===== config.mk =====
export PLATFORM = sky130hd
export DESIGN_NAME = gray2bin_tracker_flat
export DESIGN_NICKNAME = d
export VERILOG_FILES = /design/src/rtl/gray2bin_tracker_pkg.sv /design/src/rtl/gray2bin_tracker_if.sv /design/src/rtl/gray2bin_tracker_gray2bin.sv /design/src/rtl/gray2bin_tracker.sv /design/src/flat_wrapper.sv
export SDC_FILE = /design/constraint.sdc
export NUM_CORES = 1
export LEC_CHECK = 0
export ABC_AREA = 1
export CORE_ASPECT_RATIO = 1.1
export CORE_MARGIN = 5
export CORE_UTILIZATION = 40
export CTS_CLUSTER_DIAMETER = 120
export DETAILED_ROUTE_END_ITERATION = 8
export MAX_ROUTING_LAYER = met4
export PLACE_DENSITY_LB_ADDON = 0.3
export SLEW_MARGIN = 40
export SYNTH_ARGS = -nofsm -noshare
export SYNTH_HDL_FRONTEND = slang
export SYNTH_SLANG_ARGS = --single-unit

===== constraint.sdc =====
create_clock -name clk -period 4.87 [get_ports clk]
set_clock_uncertainty 0.2 [all_clocks]
set_input_delay 0.974 -clock clk [delete_from_list [all_inputs] [get_ports clk]]
set_output_delay 0.974 -clock clk [all_outputs]
set_load 0.02 [all_outputs]

===== src/rtl/gray2bin_tracker_pkg.sv =====
// Shared definitions for the Gray-to-binary tracker and its consumers:
// default widths, pipeline depth and the per-sample step classification.
package gray2bin_tracker_pkg;

  localparam int WIDTH_DEF = 4;
  localparam int POS_W_DEF = 16;
  localparam int ERR_W_DEF = 8;
  localparam int STAGES    = 2;

  typedef enum logic [1:0] {
    STEP_NONE = 2'd0,
    STEP_UP   = 2'd1,
    STEP_DN   = 2'd2,
    STEP_SKIP = 2'd3
  } step_e;

endpackage


===== src/rtl/gray2bin_tracker_if.sv =====
// Sample-in / decoded-out bundle of the tracker; the sampler side holds the
// master modport, the tracker holds the slave modport.
interface gray2bin_tracker_if
  import gray2bin_tracker_pkg::*;
#(
  parameter int WIDTH = WIDTH_DEF,
  parameter int POS_W = POS_W_DEF,
  parameter int ERR_W = ERR_W_DEF
) ();

  logic             clear;
  logic             in_valid;
  logic [WIDTH-1:0] g_in;
  logic             out_valid;
  logic [WIDTH-1:0] b_out;
  logic             step_up;
  logic             step_dn;
  logic             skip_err;
  logic [POS_W-1:0] pos;
  logic [ERR_W-1:0] err_cnt;

  modport master (
    output clear, in_valid, g_in,
    input  out_valid, b_out, step_up, step_dn, skip_err, pos, err_cnt
  );

  modport slave (
    input  clear, in_valid, g_in,
    output out_valid, b_out, step_up, step_dn, skip_err, pos, err_cnt
  );

endinterface


===== src/rtl/gray2bin_tracker_gray2bin.sv =====
// Combinational Gray-to-binary decode: each binary bit is the XOR of all
// Gray bits at or above it (inverse of the team's binary-to-Gray encoder).
module gray2bin_tracker_gray2bin #(
  parameter int WIDTH = 4
) (
  input  logic [WIDTH-1:0] g_i,
  output logic [WIDTH-1:0] b_o
);

  logic acc;

  always_comb begin
    b_o = '0;
    acc = 1'b0;
    for (int i = WIDTH - 1; i >= 0; i--) begin
      acc    = acc ^ g_i[i];
      b_o[i] = acc;
    end
  end

endmodule


===== src/rtl/gray2bin_tracker.sv =====
// Two-stage Gray sample tracker: S1 registers the raw sample, S2 decodes it,
// classifies the step against the previous sample and updates pos/err_cnt.
module gray2bin_tracker
  import gray2bin_tracker_pkg::*;
#(
  parameter int WIDTH = WIDTH_DEF,
  parameter int POS_W = POS_W_DEF,
  parameter int ERR_W = ERR_W_DEF
) (
  input  logic                clk,
  input  logic                rst_n,
  gray2bin_tracker_if.slave   bus
);

  localparam logic [WIDTH-1:0] DELTA_UP = WIDTH'(1);
  localparam logic [WIDTH-1:0] DELTA_DN = '1;
  localparam logic [ERR_W-1:0] ERR_MAX  = '1;

  logic [STAGES:1]  vld_pipe_q, vld_pipe_d;
  logic [WIDTH-1:0] g_s1_q, g_s1_d;
  logic [WIDTH-1:0] b_out_q, b_out_d;
  logic             base_q, base_d;
  step_e            step_q, step_d;
  logic [POS_W-1:0] pos_q, pos_d;
  logic [ERR_W-1:0] err_q, err_d;
  logic [WIDTH-1:0] b_dec;
  logic [WIDTH-1:0] delta;

  gray2bin_tracker_gray2bin #(.WIDTH(WIDTH)) u_dec (
    .g_i (g_s1_q),
    .b_o (b_dec)
  );

  // b_out_q doubles as the previous-sample reference: it only moves on
  // valid samples, including erroneous ones, which re-baselines the check.
  assign delta = b_dec - b_out_q;

  always_comb begin
    vld_pipe_d = {vld_pipe_q[STAGES-1:1], bus.in_valid};
    g_s1_d     = bus.in_valid ? bus.g_in : g_s1_q;
    b_out_d    = b_out_q;
    base_d     = base_q;
    step_d     = STEP_NONE;
    pos_d      = pos_q;
    err_d      = err_q;

    if (vld_pipe_q[1]) begin
      b_out_d = b_dec;
      base_d  = 1'b1;
      if (base_q) begin
        if (delta == '0) begin
          step_d = STEP_NONE;
        end else if (delta == DELTA_UP) begin
          step_d = STEP_UP;
          pos_d  = pos_q + POS_W'(1);
        end else if (delta == DELTA_DN) begin
          step_d = STEP_DN;
          pos_d  = pos_q - POS_W'(1);
        end else begin
          step_d = STEP_SKIP;
          if (err_q != ERR_MAX) err_d = err_q + ERR_W'(1);
        end
      end
    end

    // clear wins over everything, including a sample arriving this cycle
    if (bus.clear) begin
      vld_pipe_d = '0;
      g_s1_d     = '0;
      b_out_d    = '0;
      base_d     = 1'b0;
      step_d     = STEP_NONE;
      pos_d      = '0;
      err_d      = '0;
    end
  end

  always_ff @(posedge clk or negedge rst_n) begin
    if (!rst_n) begin
      vld_pipe_q <= '0;
      g_s1_q     <= '0;
      b_out_q    <= '0;
      base_q     <= 1'b0;
      step_q     <= STEP_NONE;
      pos_q      <= '0;
      err_q      <= '0;
    end else begin
      vld_pipe_q <= vld_pipe_d;
      g_s1_q     <= g_s1_d;
      b_out_q    <= b_out_d;
      base_q     <= base_d;
      step_q     <= step_d;
      pos_q      <= pos_d;
      err_q      <= err_d;
    end
  end

  assign bus.out_valid = vld_pipe_q[STAGES];
  assign bus.b_out     = b_out_q;
  assign bus.step_up   = (step_q == STEP_UP);
  assign bus.step_dn   = (step_q == STEP_DN);
  assign bus.skip_err  = (step_q == STEP_SKIP);
  assign bus.pos       = pos_q;
  assign bus.err_cnt   = err_q;

endmodule


===== src/flat_wrapper.sv =====
// flat-port wrapper written by rule: the top's interface ports become plain ports
module gray2bin_tracker_flat import gray2bin_tracker_pkg::*;
#(
  parameter int WIDTH = WIDTH_DEF,
  parameter int POS_W = POS_W_DEF,
  parameter int ERR_W = ERR_W_DEF
)
  (clk, rst_n, bus_clear, bus_in_valid, bus_g_in, bus_out_valid, bus_b_out, bus_step_up, bus_step_dn, bus_skip_err, bus_pos, bus_err_cnt);
  gray2bin_tracker_if #(.WIDTH(WIDTH), .POS_W(POS_W), .ERR_W(ERR_W)) bus_i ();
  input  logic clk;
  input  logic rst_n;
  input wire logic [$bits(bus_i.clear)-1:0] bus_clear;
  input wire logic [$bits(bus_i.in_valid)-1:0] bus_in_valid;
  input wire logic [$bits(bus_i.g_in)-1:0] bus_g_in;
  output wire logic [$bits(bus_i.out_valid)-1:0] bus_out_valid;
  output wire logic [$bits(bus_i.b_out)-1:0] bus_b_out;
  output wire logic [$bits(bus_i.step_up)-1:0] bus_step_up;
  output wire logic [$bits(bus_i.step_dn)-1:0] bus_step_dn;
  output wire logic [$bits(bus_i.skip_err)-1:0] bus_skip_err;
  output wire logic [$bits(bus_i.pos)-1:0] bus_pos;
  output wire logic [$bits(bus_i.err_cnt)-1:0] bus_err_cnt;
  assign bus_i.clear = bus_clear;
  assign bus_i.in_valid = bus_in_valid;
  assign bus_i.g_in = bus_g_in;
  assign bus_out_valid = bus_i.out_valid;
  assign bus_b_out = bus_i.b_out;
  assign bus_step_up = bus_i.step_up;
  assign bus_step_dn = bus_i.step_dn;
  assign bus_skip_err = bus_i.skip_err;
  assign bus_pos = bus_i.pos;
  assign bus_err_cnt = bus_i.err_cnt;
  gray2bin_tracker #(.WIDTH(WIDTH), .POS_W(POS_W), .ERR_W(ERR_W)) u_core (.clk(clk), .rst_n(rst_n), .bus(bus_i));
endmodule

==> results.sh <==
export IMPL_floorplan_initialDensity_pct=41.0
export IMPL_synth_seq_cells=37
export IMPL_track_usage_pct=16.8
export IMPL_synth_most_common_cell="nand2_1"
export IMPL_die_w_um=88.1
export IMPL_detail_route_drc_violations=0
export IMPL_irDropWorstVdd_mv=0.247
export IMPL_final_nets=455
export IMPL_synth_top_area_cell="dfrtp_1"
export IMPL_worstHoldPathType="reg -> reg"
export IMPL_num_vias=2506
export IMPL_synth_top_cell_area_share_pct=34.5
export IMPL_cts_tree="yes"
export IMPL_wirelength_mm=6.11
export IMPL_cts_buffers=5
export IMPL_path_max_fanout=19
export IMPL_syn_inst=381
export IMPL_die_area_sq_um=8460
export IMPL_layout_drive_gt1_share_pct=4.93
export IMPL_ys_flop_type="dfrtp_1"
export IMPL_critPathKind="reg -> reg"
export IMPL_hold_viol=0
export IMPL_min_period_over_period_pct=84.2
export IMPL_grt_max_degree=38
export IMPL_finalMaxSlewViolations=0
export IMPL_clock_fmax_mhz=244
export IMPL_synth_edf_count=0
export IMPL_grt_pass1_wl_mm=11.1
export IMPL_clkTransAtPathRegs_ns=0.08
export IMPL_place_hpwl_mm=4.67
export IMPL_synthTopCellsByCount="142 x nand2_1, 43 x inv_1, 37 x dfrtp_1, 32 x nor2_1, 24 x nand3_1"
export IMPL_fp_row_count=31
export IMPL_post_cts_setup_buffer_count=0
export IMPL_synthTopCellsByArea="dfrtp_1 34%, nand2_1 20%, ha_1 9.3%, inv_1 6.0%, nand3_1 4.5%"
export IMPL_drtAntennaViolNets=0
export IMPL_async_flop_share_pct=100
export IMPL_synth_area_per_cell_sq_um=7.05
export IMPL_io_pins=40
export IMPL_cts_buffer_depth=2
export IMPL_cp_arrival_ns=4.09
export IMPL_syn_nets=411
export IMPL_fin_tns_setup_ns=0
export IMPL_yosysSeqAreaShare_pct=34.5
export IMPL_powerDensity_nw_per_um2=462
export IMPL_start_kind="flop"
export IMPL_critPathCaptureType="flop"
export IMPL_max_cap_violations=0
export IMPL_port_buffers=39
export IMPL_cts_resized=0
export IMPL_avgViaCountPerCell=4.93
export IMPL_yosysWarnings=0
export IMPL_yosysUniqueCellTypes=29
export IMPL_worst_pin_slew_ns=0.572
export IMPL_finalWeightedCongestion=0.881
export IMPL_cts_hold_buf=0
export IMPL_antenna_found_initial=0
export IMPL_setup_viol=0
export IMPL_wl_per_cell_um=12.0
export IMPL_cts_root_buf="clkbuf_8"
export IMPL_cts_sinks=37
export IMPL_maxSlewHeadroom_pct=61.7
export IMPL_status="finished, final reports clean"
export IMPL_syn2layout_area_growth_pct=22.4
export IMPL_cp_data_required_time_ns=4.86
export IMPL_worst_skew_pair_late_latency_ns=0.29
export IMPL_fp_dieH_um=96.0
export IMPL_fp_coreArea_sq_um=6560
export IMPL_firstDrtPassIters=7
export IMPL_htreeDepth=2
export IMPL_diodes=0
export IMPL_leakagePower_nw=1.68
export IMPL_first_global_vias=2542
export IMPL_drt_iter0_drc=129
export IMPL_utilization_pct=50.2
export IMPL_fin_crit_ns=4.10
export IMPL_overflow=0
export IMPL_syn_area_sq_um=2690
export IMPL_rsz0062_at_grt="no"
export IMPL_r2r_slack_ns=0.77
==> final cells by class <==
class	count	area [sq um]
clock inverter	2	37.5
sequential	37	926
fill	623	3270
multi-input combinational	296	1570
clock buffer	6	82.6
tap	82	103
timing repair buffer	41	403
inverter	44	165
==> layout by cell type (no fill, tap or decap), drive strengths merged <==
| cell | instances |
|---|---|
| a21oi | 17 |
| and3 | 2 |
| buf | 3 |
| bufinv | 1 |
| clkbuf | 6 |
| clkdlybuf4s50 | 38 |
| clkinv | 1 |
| clkinvlp | 1 |
| dfrtp | 37 |
| fa | 2 |
| ha | 20 |
| inv | 43 |
| nand2 | 143 |
| nand3 | 26 |
| nand3b | 2 |
| nand4 | 4 |
| nor2 | 34 |
| nor3 | 1 |
| o2111ai | 1 |
| o21a | 2 |
| o21ai | 17 |
| o21bai | 1 |
| o22ai | 3 |
| or2 | 4 |
| xnor2 | 8 |
| xor2 | 9 |
==> worst max-delay path, cell delays in order (launching register included) <==
cell     delay (ns)
dfrtp_1        0.40
xnor2_1        0.25
inv_1          0.10
nand2_1        0.06
nand2_1        0.12
xor2_1         0.15
inv_1          0.06
ha_1           0.20
fa_1           0.55
inv_1          0.05
nor2_1         0.19
nand3_1        0.10
buf_4          0.22
ha_1           0.38
or2_2          0.31
nand3_1        0.08
nand2_1        0.12
nand3_1        0.12
nand4_1        0.09
nand2_1        0.09
inv_1          0.04
nand2_1        0.05
nand2_1        0.05
==> registers in the layout, indices dropped and copies added (netlist names) <==
name                flops
u_core.base_q           1
u_core.step_q           2
u_core.bus.pos         16
u_core.g_s1_q           4
u_core.bus.err_cnt      8
u_core.bus.b_out        4
u_core.vld_pipe_q       2
==> logic make-up after synthesis <==
group	share of synthesized area [%]
xor gates and xnor gates	5.82
adders and majority gates	10.8
buffers and inverters	7.03
AOI/OAI and AO/OA	8.20
DFF	34.5
and+or+nand+nor	33.7
==> stage by stage <==
| stage | hold WS (ns) | instance area (sq um) | total power, mW | setup WS, ns | instances |
|---|---|---|---|---|---|
| final | 0.314 | 3290 | 1.52 | 0.767 | 508 |
| after global routing | 0.348 | 3290 | 1.67 | 0.301 | 508 |
| after CTS | 0.321 | 3290 | 1.54 | 0.774 | 508 |
| after detailed placement | 0.301 | 3170 | 1.24 | 0.784 | 500 |
| after global placement | 0.291 | 3170 | 1.22 | 0.930 | 500 |
| after floorplan | 0.298 | 2690 | 1.03 | 0.764 | 381 |
==> power by group <==
group / switching (mW) / internal, mW / leakage [nW]
clock: 0.117 / 0.167 / 0.0574
sequential: 0.0363 / 0.342 / 0.502
combinational: 0.518 / 0.340 / 1.12
total: 0.671 / 0.849 / 1.68
==> path summary, 6_finish.rpt <==
path,start,end,depth (start not counted)
max in group asynchronous,rst_n,u_core.bus.b_out[0],1
worst max-delay path,u_core.g_s1_q[2],u_core.bus.pos[11],22
worst min-delay path,u_core.bus.pos[9],u_core.bus.pos[9],2
min in group asynchronous,rst_n,u_core.bus.pos[5],1
worst max register to register,u_core.g_s1_q[2],u_core.bus.pos[11],22
worst min register to register,u_core.bus.pos[9],u_core.bus.pos[9],2
==> routing by layer <==
layer  global-route usage [%]  up-vias  wire [um]
li1                         -     1299          -
met1                     20.8     1138       2780
met2                     28.3       58       2950
met3                     3.17       11        278
met4                     4.41        0         97
met5                        -        -          0
Power figures use the tool's default switching activity.
